### src/rtl/conv_layer_sched_pkg.sv
// conv_layer_sched_pkg
//   Shared conv-kernel definitions. The weight ROM cache, the input line cache,
//   the MAC array and the layer scheduler all decode the 3-bit phase bus from
//   this package, so they cannot drift apart.
//   Contents:
//     phase_e          - phase codes carried on current_state
//     WEIGHT_ROM_DEPTH - weight ROM depth; bounds KERNEL_NUM*(KERNEL_SIZE^2+1)
//     idx_width()      - index width helper, never narrower than 1 bit
package conv_layer_sched_pkg;

  typedef enum logic [2:0] {
    PH_IDLE    = 3'd0,
    PH_PRELOAD = 3'd1,
    PH_SHIFT   = 3'd2,
    PH_BIAS    = 3'd3,
    PH_LOAD    = 3'd4,
    PH_DONE    = 3'd5,
    PH_HOLD    = 3'd6
  } phase_e;

  localparam int WEIGHT_ROM_DEPTH = 64;

  // Bits needed to index n items. Returns 1 for n <= 1 so that no port
  // collapses to zero width.
  function automatic int idx_width(input int n);
    return (n > 1) ? $clog2(n) : 1;
  endfunction

endpackage

### src/rtl/conv_layer_sched_if.sv
// conv_layer_sched_if
//   Signal bundle between the layer controller / conv datapath and the
//   scheduler.
//   Modports:
//     master - scheduler side: takes start/hold_req and drives everything else
//     slave  - controller/datapath side
//   Signals: start, hold_req, current_state[2:0], kernel_idx, window_cnt,
//            acc_clear, result_valid, result_kernel, busy, done,
//            hold_cycles[15:0] (only when CONV_SCHED_PERF_EN is defined)
//
// Handshake: there is no ready signal. start is a one-cycle request that is
// sampled only while the scheduler is idle. hold_req is a level that is
// sampled only at the boundaries that would enter SHIFT. result_valid and
// done are single-cycle pulses that the consumer cannot stall.
interface conv_layer_sched_if
  import conv_layer_sched_pkg::*;
#(
  parameter int KERNEL_NUM = 2,
  parameter int OUT_WIDTH  = 4,
  parameter int OUT_HEIGHT = 4
) ();

  localparam int KW = idx_width(KERNEL_NUM);
  localparam int WW = idx_width(OUT_WIDTH * OUT_HEIGHT);

  logic          start;
  logic          hold_req;
  logic [2:0]    current_state;
  logic [KW-1:0] kernel_idx;
  logic [WW-1:0] window_cnt;
  logic          acc_clear;
  logic          result_valid;
  logic [KW-1:0] result_kernel;
  logic          busy;
  logic          done;
`ifdef CONV_SCHED_PERF_EN
  logic [15:0]   hold_cycles;
`endif

  modport master (
`ifdef CONV_SCHED_PERF_EN
    output hold_cycles,
`endif
    input  start, hold_req,
    output current_state, kernel_idx, window_cnt, acc_clear,
    output result_valid, result_kernel, busy, done
  );

  modport slave (
`ifdef CONV_SCHED_PERF_EN
    input  hold_cycles,
`endif
    output start, hold_req,
    input  current_state, kernel_idx, window_cnt, acc_clear,
    input  result_valid, result_kernel, busy, done
  );

endinterface

### src/rtl/conv_layer_sched_phase_counter.sv
// sched_phase_counter
//   Loadable down-counter that times the PRELOAD, SHIFT, LOAD and DONE
//   segments. A segment of N cycles is loaded with N-1 on entry, and tc is
//   high in its last cycle. The counter stops at zero.
//   Ports: clk, rst_n (async, active-low), load, load_val, count, tc
module sched_phase_counter #(
  parameter int WIDTH = 4
) (
  input  logic             clk,
  input  logic             rst_n,
  input  logic             load,
  input  logic [WIDTH-1:0] load_val,
  output logic [WIDTH-1:0] count,
  output logic             tc
);

  always_ff @(posedge clk or negedge rst_n) begin
    if (!rst_n) begin
      count <= '0;
    end else if (load) begin
      count <= load_val;
    end else if (count != '0) begin
      count <= count - 1'b1;
    end
  end

  assign tc = (count == '0);

endmodule

### src/rtl/conv_layer_sched.sv
// conv_layer_sched
//   Sequencer for one convolution layer. For each output window it runs
//   PRELOAD (window 0) or LOAD (later windows). It then runs SHIFT
//   (KERNEL_SIZE^2 cycles) and BIAS (1 cycle) once per kernel set. It pulses
//   acc_clear at the start of each kernel pass, tags accumulator results two
//   cycles after each BIAS, and finishes with a two-cycle DONE phase.
//   Ports: clk, rst_n (async, active-low), bus (conv_layer_sched_if.master).
//   Optional feature: CONV_SCHED_PERF_EN adds bus.hold_cycles, a saturating
//   count of HOLD cycles that is cleared when start is accepted.
//   current_state is the FSM state register itself, so it is visible for
//   debug without a separate port.
module conv_layer_sched
  import conv_layer_sched_pkg::*;
#(
  parameter int KERNEL_SIZE    = 3,
  parameter int KERNEL_NUM     = 2,
  parameter int OUT_WIDTH      = 4,
  parameter int OUT_HEIGHT     = 4,
  parameter int PRELOAD_CYCLES = 8,
  parameter int LOAD_CYCLES    = 3
) (
  input  logic                 clk,
  input  logic                 rst_n,
  conv_layer_sched_if.master   bus
);

  localparam int KK  = KERNEL_SIZE * KERNEL_SIZE;
  localparam int NW  = OUT_WIDTH * OUT_HEIGHT;
  localparam int KW  = idx_width(KERNEL_NUM);
  localparam int WW  = idx_width(NW);
  localparam int SEG_A   = (PRELOAD_CYCLES > KK) ? PRELOAD_CYCLES : KK;
  localparam int SEG_B   = (SEG_A > LOAD_CYCLES) ? SEG_A : LOAD_CYCLES;
  localparam int MAX_SEG = (SEG_B > 2) ? SEG_B : 2;
  localparam int CW  = idx_width(MAX_SEG);

  localparam logic [CW-1:0] PRELOAD_LD = CW'(PRELOAD_CYCLES - 1);
  localparam logic [CW-1:0] SHIFT_LD   = CW'(KK - 1);
  localparam logic [CW-1:0] LOAD_LD    = CW'(LOAD_CYCLES - 1);
  localparam logic [CW-1:0] DONE_LD    = CW'(1);
  localparam logic [KW-1:0] K_LAST     = KW'(KERNEL_NUM - 1);
  localparam logic [WW-1:0] W_LAST     = WW'(NW - 1);

  // Every kernel pass must fit in the weight ROM.
  if (KERNEL_NUM * (KK + 1) > WEIGHT_ROM_DEPTH) begin : g_rom_depth_check
    $fatal(1, "conv_layer_sched: KERNEL_NUM*(KERNEL_SIZE^2+1) exceeds weight ROM depth");
  end

  phase_e        state, nxt_state;
  logic [KW-1:0] kidx_q;
  logic [WW-1:0] win_q;
  logic          acc_clear_q;
  logic          pipe_v;
  logic [KW-1:0] pipe_k;
  logic          result_valid_q;
  logic [KW-1:0] result_kernel_q;
  logic          busy_q;
  logic          done_q;

  logic          ctr_load;
  logic [CW-1:0] ctr_val;
  logic [CW-1:0] ctr_count;
  logic          ctr_tc;

  sched_phase_counter #(.WIDTH(CW)) u_phase_counter (
    .clk      (clk),
    .rst_n    (rst_n),
    .load     (ctr_load),
    .load_val (ctr_val),
    .count    (ctr_count),
    .tc       (ctr_tc)
  );

  logic   last_kernel;
  logic   last_window;
  phase_e shift_target;

  assign last_kernel  = (kidx_q == K_LAST);
  assign last_window  = (win_q == W_LAST);
  // Any boundary that would enter SHIFT diverts to HOLD under back-pressure.
  assign shift_target = bus.hold_req ? PH_HOLD : PH_SHIFT;

  // Next phase and segment timer load. The SHIFT length is loaded even when
  // diverting to HOLD. That is harmless, because HOLD reloads it on exit.
  always_comb begin
    nxt_state = state;
    ctr_load  = 1'b0;
    ctr_val   = '0;
    case (state)
      PH_IDLE: begin
        if (bus.start) begin
          nxt_state = PH_PRELOAD;
          ctr_load  = 1'b1;
          ctr_val   = PRELOAD_LD;
        end
      end
      PH_PRELOAD, PH_LOAD: begin
        if (ctr_tc) begin
          nxt_state = shift_target;
          ctr_load  = 1'b1;
          ctr_val   = SHIFT_LD;
        end
      end
      PH_SHIFT: begin
        if (ctr_tc) nxt_state = PH_BIAS;
      end
      PH_BIAS: begin
        ctr_load = 1'b1;
        if (!last_kernel) begin
          nxt_state = shift_target;
          ctr_val   = SHIFT_LD;
        end else if (!last_window) begin
          nxt_state = PH_LOAD;
          ctr_val   = LOAD_LD;
        end else begin
          nxt_state = PH_DONE;
          ctr_val   = DONE_LD;
        end
      end
      PH_HOLD: begin
        if (!bus.hold_req) begin
          nxt_state = PH_SHIFT;
          ctr_load  = 1'b1;
          ctr_val   = SHIFT_LD;
        end
      end
      PH_DONE: begin
        if (ctr_tc) nxt_state = PH_IDLE;
      end
      default: nxt_state = PH_IDLE;
    endcase
  end

  always_ff @(posedge clk or negedge rst_n) begin
    if (!rst_n) begin
      state           <= PH_IDLE;
      kidx_q          <= '0;
      win_q           <= '0;
      acc_clear_q     <= 1'b0;
      pipe_v          <= 1'b0;
      pipe_k          <= '0;
      result_valid_q  <= 1'b0;
      result_kernel_q <= '0;
      busy_q          <= 1'b0;
      done_q          <= 1'b0;
    end else begin
      state       <= nxt_state;
      busy_q      <= (nxt_state != PH_IDLE);
      acc_clear_q <= (nxt_state == PH_SHIFT) && (state != PH_SHIFT);
      // The DONE timer starts at 1, so !tc marks the first DONE cycle and
      // done lands in the second.
      done_q      <= (state == PH_DONE) && !ctr_tc;

      // Result tag pipe: one stage for the weight-cache register and one
      // for the accumulator.
      pipe_v         <= (state == PH_BIAS);
      if (state == PH_BIAS) pipe_k <= kidx_q;
      result_valid_q  <= pipe_v;
      result_kernel_q <= pipe_k;

      if (state == PH_IDLE && bus.start) begin
        kidx_q <= '0;
        win_q  <= '0;
      end else if (state == PH_BIAS) begin
        if (!last_kernel) begin
          kidx_q <= kidx_q + 1'b1;
        end else if (!last_window) begin
          kidx_q <= '0;
          win_q  <= win_q + 1'b1;
        end
      end else if (state == PH_DONE && ctr_tc) begin
        kidx_q <= '0;
        win_q  <= '0;
      end
    end
  end

`ifdef CONV_SCHED_PERF_EN
  logic [15:0] hold_cnt;

  always_ff @(posedge clk or negedge rst_n) begin
    if (!rst_n) begin
      hold_cnt <= '0;
    end else if (state == PH_IDLE && bus.start) begin
      hold_cnt <= '0;
    end else if (state == PH_HOLD && hold_cnt != 16'hFFFF) begin
      hold_cnt <= hold_cnt + 16'd1;
    end
  end

  assign bus.hold_cycles = hold_cnt;
`endif

  assign bus.current_state = state;
  assign bus.kernel_idx    = kidx_q;
  assign bus.window_cnt    = win_q;
  assign bus.acc_clear     = acc_clear_q;
  assign bus.result_valid  = result_valid_q;
  assign bus.result_kernel = result_kernel_q;
  assign bus.busy          = busy_q;
  assign bus.done          = done_q;

endmodule

### src/flat_wrapper.sv
// flat-port wrapper written by rule: the top's interface ports become plain ports
module conv_layer_sched_flat import conv_layer_sched_pkg::*;
#(
  parameter int KERNEL_SIZE    = 3,
  parameter int KERNEL_NUM     = 2,
  parameter int OUT_WIDTH      = 4,
  parameter int OUT_HEIGHT     = 4,
  parameter int PRELOAD_CYCLES = 8,
  parameter int LOAD_CYCLES    = 3
)
  (clk, rst_n, bus_start, bus_hold_req, bus_current_state, bus_kernel_idx, bus_window_cnt, bus_acc_clear, bus_result_valid, bus_result_kernel, bus_busy, bus_done);
  conv_layer_sched_if #(.KERNEL_NUM(KERNEL_NUM), .OUT_WIDTH(OUT_WIDTH), .OUT_HEIGHT(OUT_HEIGHT)) bus_i ();
  input  logic clk;
  input  logic rst_n;
  input wire logic [$bits(bus_i.start)-1:0] bus_start;
  input wire logic [$bits(bus_i.hold_req)-1:0] bus_hold_req;
  output wire logic [$bits(bus_i.current_state)-1:0] bus_current_state;
  output wire logic [$bits(bus_i.kernel_idx)-1:0] bus_kernel_idx;
  output wire logic [$bits(bus_i.window_cnt)-1:0] bus_window_cnt;
  output wire logic [$bits(bus_i.acc_clear)-1:0] bus_acc_clear;
  output wire logic [$bits(bus_i.result_valid)-1:0] bus_result_valid;
  output wire logic [$bits(bus_i.result_kernel)-1:0] bus_result_kernel;
  output wire logic [$bits(bus_i.busy)-1:0] bus_busy;
  output wire logic [$bits(bus_i.done)-1:0] bus_done;
  assign bus_i.start = bus_start;
  assign bus_i.hold_req = bus_hold_req;
  assign bus_current_state = bus_i.current_state;
  assign bus_kernel_idx = bus_i.kernel_idx;
  assign bus_window_cnt = bus_i.window_cnt;
  assign bus_acc_clear = bus_i.acc_clear;
  assign bus_result_valid = bus_i.result_valid;
  assign bus_result_kernel = bus_i.result_kernel;
  assign bus_busy = bus_i.busy;
  assign bus_done = bus_i.done;
  conv_layer_sched #(.KERNEL_SIZE(KERNEL_SIZE), .KERNEL_NUM(KERNEL_NUM), .OUT_WIDTH(OUT_WIDTH), .OUT_HEIGHT(OUT_HEIGHT), .PRELOAD_CYCLES(PRELOAD_CYCLES), .LOAD_CYCLES(LOAD_CYCLES)) u_core (.clk(clk), .rst_n(rst_n), .bus(bus_i));
endmodule
### config.mk
export PLATFORM = sky130hd
export DESIGN_NAME = conv_layer_sched_flat
export DESIGN_NICKNAME = d
export VERILOG_FILES = /design/src/rtl/conv_layer_sched_pkg.sv /design/src/rtl/conv_layer_sched_if.sv /design/src/rtl/conv_layer_sched_phase_counter.sv /design/src/rtl/conv_layer_sched.sv /design/src/flat_wrapper.sv
export SDC_FILE = /design/constraint.sdc
export NUM_CORES = 1
export LEC_CHECK = 0
export ABC_AREA = 1
export BUFFER_PORTS_ARGS = -buffer_cell sky130_fd_sc_hd__buf_2
export CAP_MARGIN = 20
export CELL_PAD_IN_SITES_DETAIL_PLACEMENT = 0
export CELL_PAD_IN_SITES_GLOBAL_PLACEMENT = 2
export CORE_MARGIN = 5
export CORE_UTILIZATION = 34
export DETAILED_ROUTE_END_ITERATION = 10
export HOLD_SLACK_MARGIN = 0.15
export PLACE_DENSITY = 0.89
export REMOVE_ABC_BUFFERS = 1
export SETUP_SLACK_MARGIN = 0.15
export SKIP_LAST_GASP = 1
export SLEW_MARGIN = 5
export SYNTH_ARGS = -nofsm -noshare
export SYNTH_HDL_FRONTEND = slang
export SYNTH_SLANG_ARGS = --single-unit
### constraint.sdc
create_clock -name clk -period 2.9 [get_ports clk]
set_input_delay 0.435 -clock clk [delete_from_list [all_inputs] [get_ports clk]]
set_output_delay 0.435 -clock clk [all_outputs]
set_load 0.05 [all_outputs]
After elaboration in Yosys (flattened, before gate mapping)
Index checks and enable logic that the tools add are counted.
Widths: inputs -> output; s select.

word-level totals
  register bits = 19
  bits of input ports = 4
  word-level logic and storage cells = 69

operators by class
  add/sub/neg operators = 3
  equality and inequality tests = 11
  mux-type cells = 31
  reductions and logical operators = 13

operators with widths
  kind                 number
  $mux 4               10
  $mux 3               8
  $pmux 3 s6           1
  $pmux 4 s4           1
  $eq 3x2->1 const B   3
  $eq 3x3->1 const B   3
  $mux 1               9
  $ne 3x2->1 const B   2
  $reduce_bool 3->1    2
  $add 4x1->4 const B  1
  $eq 4x4->1 const B   1
  $logic_and 1x1->1    4
  $logic_not 4->1      1
  $pmux 1 s4           1
  $reduce_bool 4->1    1
  $sub 4x1->4 const B  1
  $eq 3x1->1 const B   1
  $logic_not 3->1      1
  $ne 3x3->1 const B   1
  $reduce_and 3->1     1
  $mux 2               1
  $reduce_bool 2->1    1
  $reduce_or 2->1      1
  $add 1x1->1 const B  1
  $logic_not 1->1      1

Logic depth before layout (Yosys ltp)
  word-level depth = 6
  depth in mapped cells = 9
  depth with buffers taken out = 9

Cells and area by module
A second synthesis with hierarchy kept.

unflattened totals
  cell total of the unflattened synthesis = 138
  area total of the unflattened synthesis = 1043.5 sq um

modules (own cells, without submodules)
  module               times used  cells each  area an instance (sq um)
  conv_layer_sched     1           104         800.8
  sched_phase_counter  1           34          242.7

Least setup slack after synthesis
No wires, ideal clock.

  path kind = register -> register
  start = register u_core.state[2], in the netlist u_core.bus.current_state[2]
  end = register u_core.win_q[0], in the netlist u_core.bus.window_cnt[0]
  arrival time = 1413 ps
  data required time = 2757 ps
  path slack = 1344 ps
  stages on the path, launching flop included = 10
  cells stage by stage = dfrtp_1 buf_4 inv_2 nand3_1 nand2_2 inv_2 nand2_2 nand2_2 nand2_1 o21ai_1

between the ends
  word-level cells in the longest chain between the ends = 4
  elaborated cells between the ends (all ways) = 11
  classes of those cells = eq/ne: 4; mux: 2; reduce/logical: 5

RTL lines
  item                                                  line                                              source
  start, declared                                       conv_layer_sched.sv:48                            phase_e state, nxt_state;
  start signal, assigned                                conv_layer_sched.sv:146                           state <= nxt_state;
  $logic_not 3->1 / $eq 3x3->1 (equally long branches)  conv_layer_sched.sv:160, conv_layer_sched.sv:170
  $logic_and 1x1->1 (on tied branches)                  conv_layer_sched.sv:160, conv_layer_sched.sv:170
  $ne 3x2->1 (no line), or another cell as far along    -
  $reduce_and 3->1 (no line)                            -
  end signal, assigned                                  conv_layer_sched.sv:168                           win_q <= win_q + 1'b1;
  end, declared                                         conv_layer_sched.sv:50                            logic [WW-1:0] win_q;

Several ways; a longest one is shown, not always the timed one.
A chain may end at the register's enable or synchronous reset.

Worst setup path in the final report
  start = register u_core.state[2], in the netlist u_core.bus.current_state[2]
  end = output port bus_current_state[2]

RTL lines
  item           line                source
  end, declared  flat_wrapper.sv:17  output wire logic [$bits(bus_i.current_state)-1:0] bus_current_state;

No word-level cell between the ends.

==> impl_metrics.ini <==
[placement]
port_buffers = 16
dp_cells = 179
dpl_worst_slack_ns = 1.41
dp_hpwl_mm = 1.66
place_congestion = 0.883

[sta]
fin_setup_tns_ns = 0
drv_slew = 0
period_needed_ns = 1.68
max_freq_ghz = 0.595
hold_viol = 0
fin_crit_sh_pct = 58.0
setup_viol = 0
timing.final.ws_setup_ns = 1.22
rsz0062_at_grt = no
worst_pin_slew_ns = 0.421
fin_worst_skew_ns = 0.000895
slew-limit-headroom_pct = 72.0
hold-worst-slack_ns = 0.359

[yosys]
async_flop_share_pct = 100
synth_top_area_share_pct = 45.6
yosys-top-cells-area = dfrtp_1 (46%), nand2_1 (10%), nand3_1 (6.7%), nor2_1 (6.5%), nand2_2 (4.8%)
yosys_warnings = 0
yosysSeqAreaShare_pct = 45.6
synth_flop_cell = dfrtp_1
synth_edf_count = 0
yosysMostFrequentCell = nand2_1
yosys_register_bits = 19
ys_types = 24
syn_area_um2 = 1040
avgSynthCellArea_um2 = 7.90
netlist_top_cells_count = nand2_1 (29), dfrtp_1 (19), nor2_1 (18)
yosysTopAreaCell = dfrtp_1
syn_inst = 132

[cts]
htreeDepth = 1
clk_path_buf_depth = 2
clk_latency_ns = 0.29
cts_buffers = 3
cts-root-buf = clkbuf_4
clkSlewWorstSetupHoldPaths_ns = 0.10
cts_sinks = 19
cts_tree = done

[critical_path]
end_kind = output pin
crit_fanout = 9
worst_ep_required_time_ns = 2.47
max_stage_delay_ns = 0.61
path_class = reg -> out
crit_arrival_ns = 1.25
cp.depth = 1
crit_family = flip-flops
worstSetupStartpointType = flip-flop
path_buf_inv = 1
cp_cell_sequence = buf_2
rr_worst_depth = 9
cp_slowest_cell = dfrtp_1

[detailed_routing]
wl_met3_um = 67
routedWlPerCell_um = 11.4
first_iter_violations = 27
vias_per_cell = 4.55
first_pass_iters = 4
wl_met1_mm = 1.03
routed-wl-met2_um = 989
num_vias = 838
drc = 0
top_layer = met4
wl_mm = 2.09
drtAntennaViolNets = 0

[cells_and_area]
antennaDiodeCount = 0
syn2layout_area_growth_pct = 13.7
final-instance-count-excl-fill = 184
layout-drive-gt1-share_pct = 23.8
nets = 158
fill_cells = 322
fin_util_pct = 39.5

[grt]
grt_pass1_vias = 800
grt_antenna_before_repair = 0
grt_max_degree = 20
gr-total-overflow = 0
grt_pass1_wl_mm = 3.56
grtUsageTotal_pct = 10.8

[power_and_ir_drop]
vdd_drop_max_uv = 420
power.density_nw_per_um2 = 1100
p_leak_uw = 0.000641
power_frac_seq_pct = 34.0
p_sw_share_pct = 51.7
power.net_switching_uw = 671
p_comb_share_pct = 56.0
internal_power_uw = 627
clockPowerShare_pct = 10.0

[flow_run]
maxCapViolations = 0

[floorplan]
top_level_ports = 17
die-area_um2 = 4270
core_area_um2 = 3000
die_h_um = 65.4
rows = 20
die_x_um = 65.4
start_util_pct = 34.7

[hold_path]
min_path_cells = 0
hp-class = reg -> reg

[outcome]
status = completed
-- power groups by stage --
| stage | registers [uW] | logic [uW] | clock network, uW |
|---|---|---|---|
| floorplan | 620 | 399 | 0 |
| global placement | 447 | 724 | 0 |
| detailed placement | 446 | 731 | 0 |
| CTS | 441 | 735 | 138 |
| global route | 458 | 805 | 147 |
| finish | 441 | 727 | 130 |
-- kinds of logic after synthesis --
logic type | after synthesis | synth area share (%)
AOI/OAI and AO/OA | 9 | 4.80
buffers and inverters | 20 | 7.92
DFF | 19 | 45.6
and+or+nand+nor | 79 | 36.7
adders and majority gates | 2 | 2.40
xor gates and xnor gates | 3 | 2.52
-- placed cells by master (no fill, tap or decap), types with 2 or more instances in the layout --
cell	Yosys	layout
o21ai_0	2	2
inv_1	13	13
nand3_1	14	14
inv_2	4	4
clkbuf_4	0	3
nor2_1	18	18
o21ai_1	4	4
ha_1	2	2
buf_2	0	16
nand2_2	8	8
nand2_1	29	29
xor2_1	2	2
dfrtp_1	19	19
nand4_1	4	4
-- final timing paths --
kind | from | to | slack [ns]
max in group asynchronous | rst_n | u_core.bus.current_state[1]$_DFF_PN0_ | 2.01
hold reg to reg | u_core.pipe_v$_DFF_PN0_ | u_core.bus.result_valid$_DFF_PN0_ | 0.36
setup / recovery | u_core.bus.current_state[2]$_DFF_PN0_ | bus_current_state[2] | 1.22
min in group asynchronous | rst_n | u_core.bus.result_valid$_DFF_PN0_ | 0.60
hold / removal | u_core.pipe_v$_DFF_PN0_ | u_core.bus.result_valid$_DFF_PN0_ | 0.36
setup reg to reg | u_core.u_phase_counter.count[0]$_DFFE_PN0P_ | u_core.bus.window_cnt[0]$_DFFE_PN0P_ | 1.40
-- metal layers --
| layer | global-route usage (%) | up-vias |
|---|---|---|
| li1 | - | 452 |
| met1 | 14.2 | 374 |
| met2 | 16.9 | 10 |
| met3 | 3.76 | 2 |
| met4 | 2.33 | 0 |
| met5 | 0 | - |
-- metrics by stage --
stage               area [um^2]  total power [uW]
floorplan                  1030              1020
global placement           1150              1170
detailed placement         1150              1180
CTS                        1180              1310
global route               1180              1410
finish                     1180              1300
-- layout make-up --
class                      instances  area [um^2]  area share [%]
sequential                        19          475            40.1
inverter                          18         67.6            5.70
tap                               33         41.3            3.48
timing repair buffer              17         90.1            7.60
multi-input combinational         93          484            40.9
clock buffer                       4         26.3            2.22
-- state kept, by name (all words and copies together) (netlist names) --
register	cells
u_core.bus.done	1
u_core.bus.busy	1
u_core.pipe_v	1
u_core.u_phase_counter.count	4
u_core.bus.kernel_idx	1
u_core.bus.current_state	3
u_core.bus.window_cnt	4
u_core.bus.acc_clear	1
u_core.bus.result_valid	1
u_core.bus.result_kernel	1
u_core.pipe_k	1
-- timing repair --
item                                   CTS  global route
gates resized for setup                  0             0
setup endpoints to repair                0             0
setup buffers                            0             0
hold buffers                             1             0
endpoints found under the hold margin   19             0
Power figures use the tool's default switching activity.
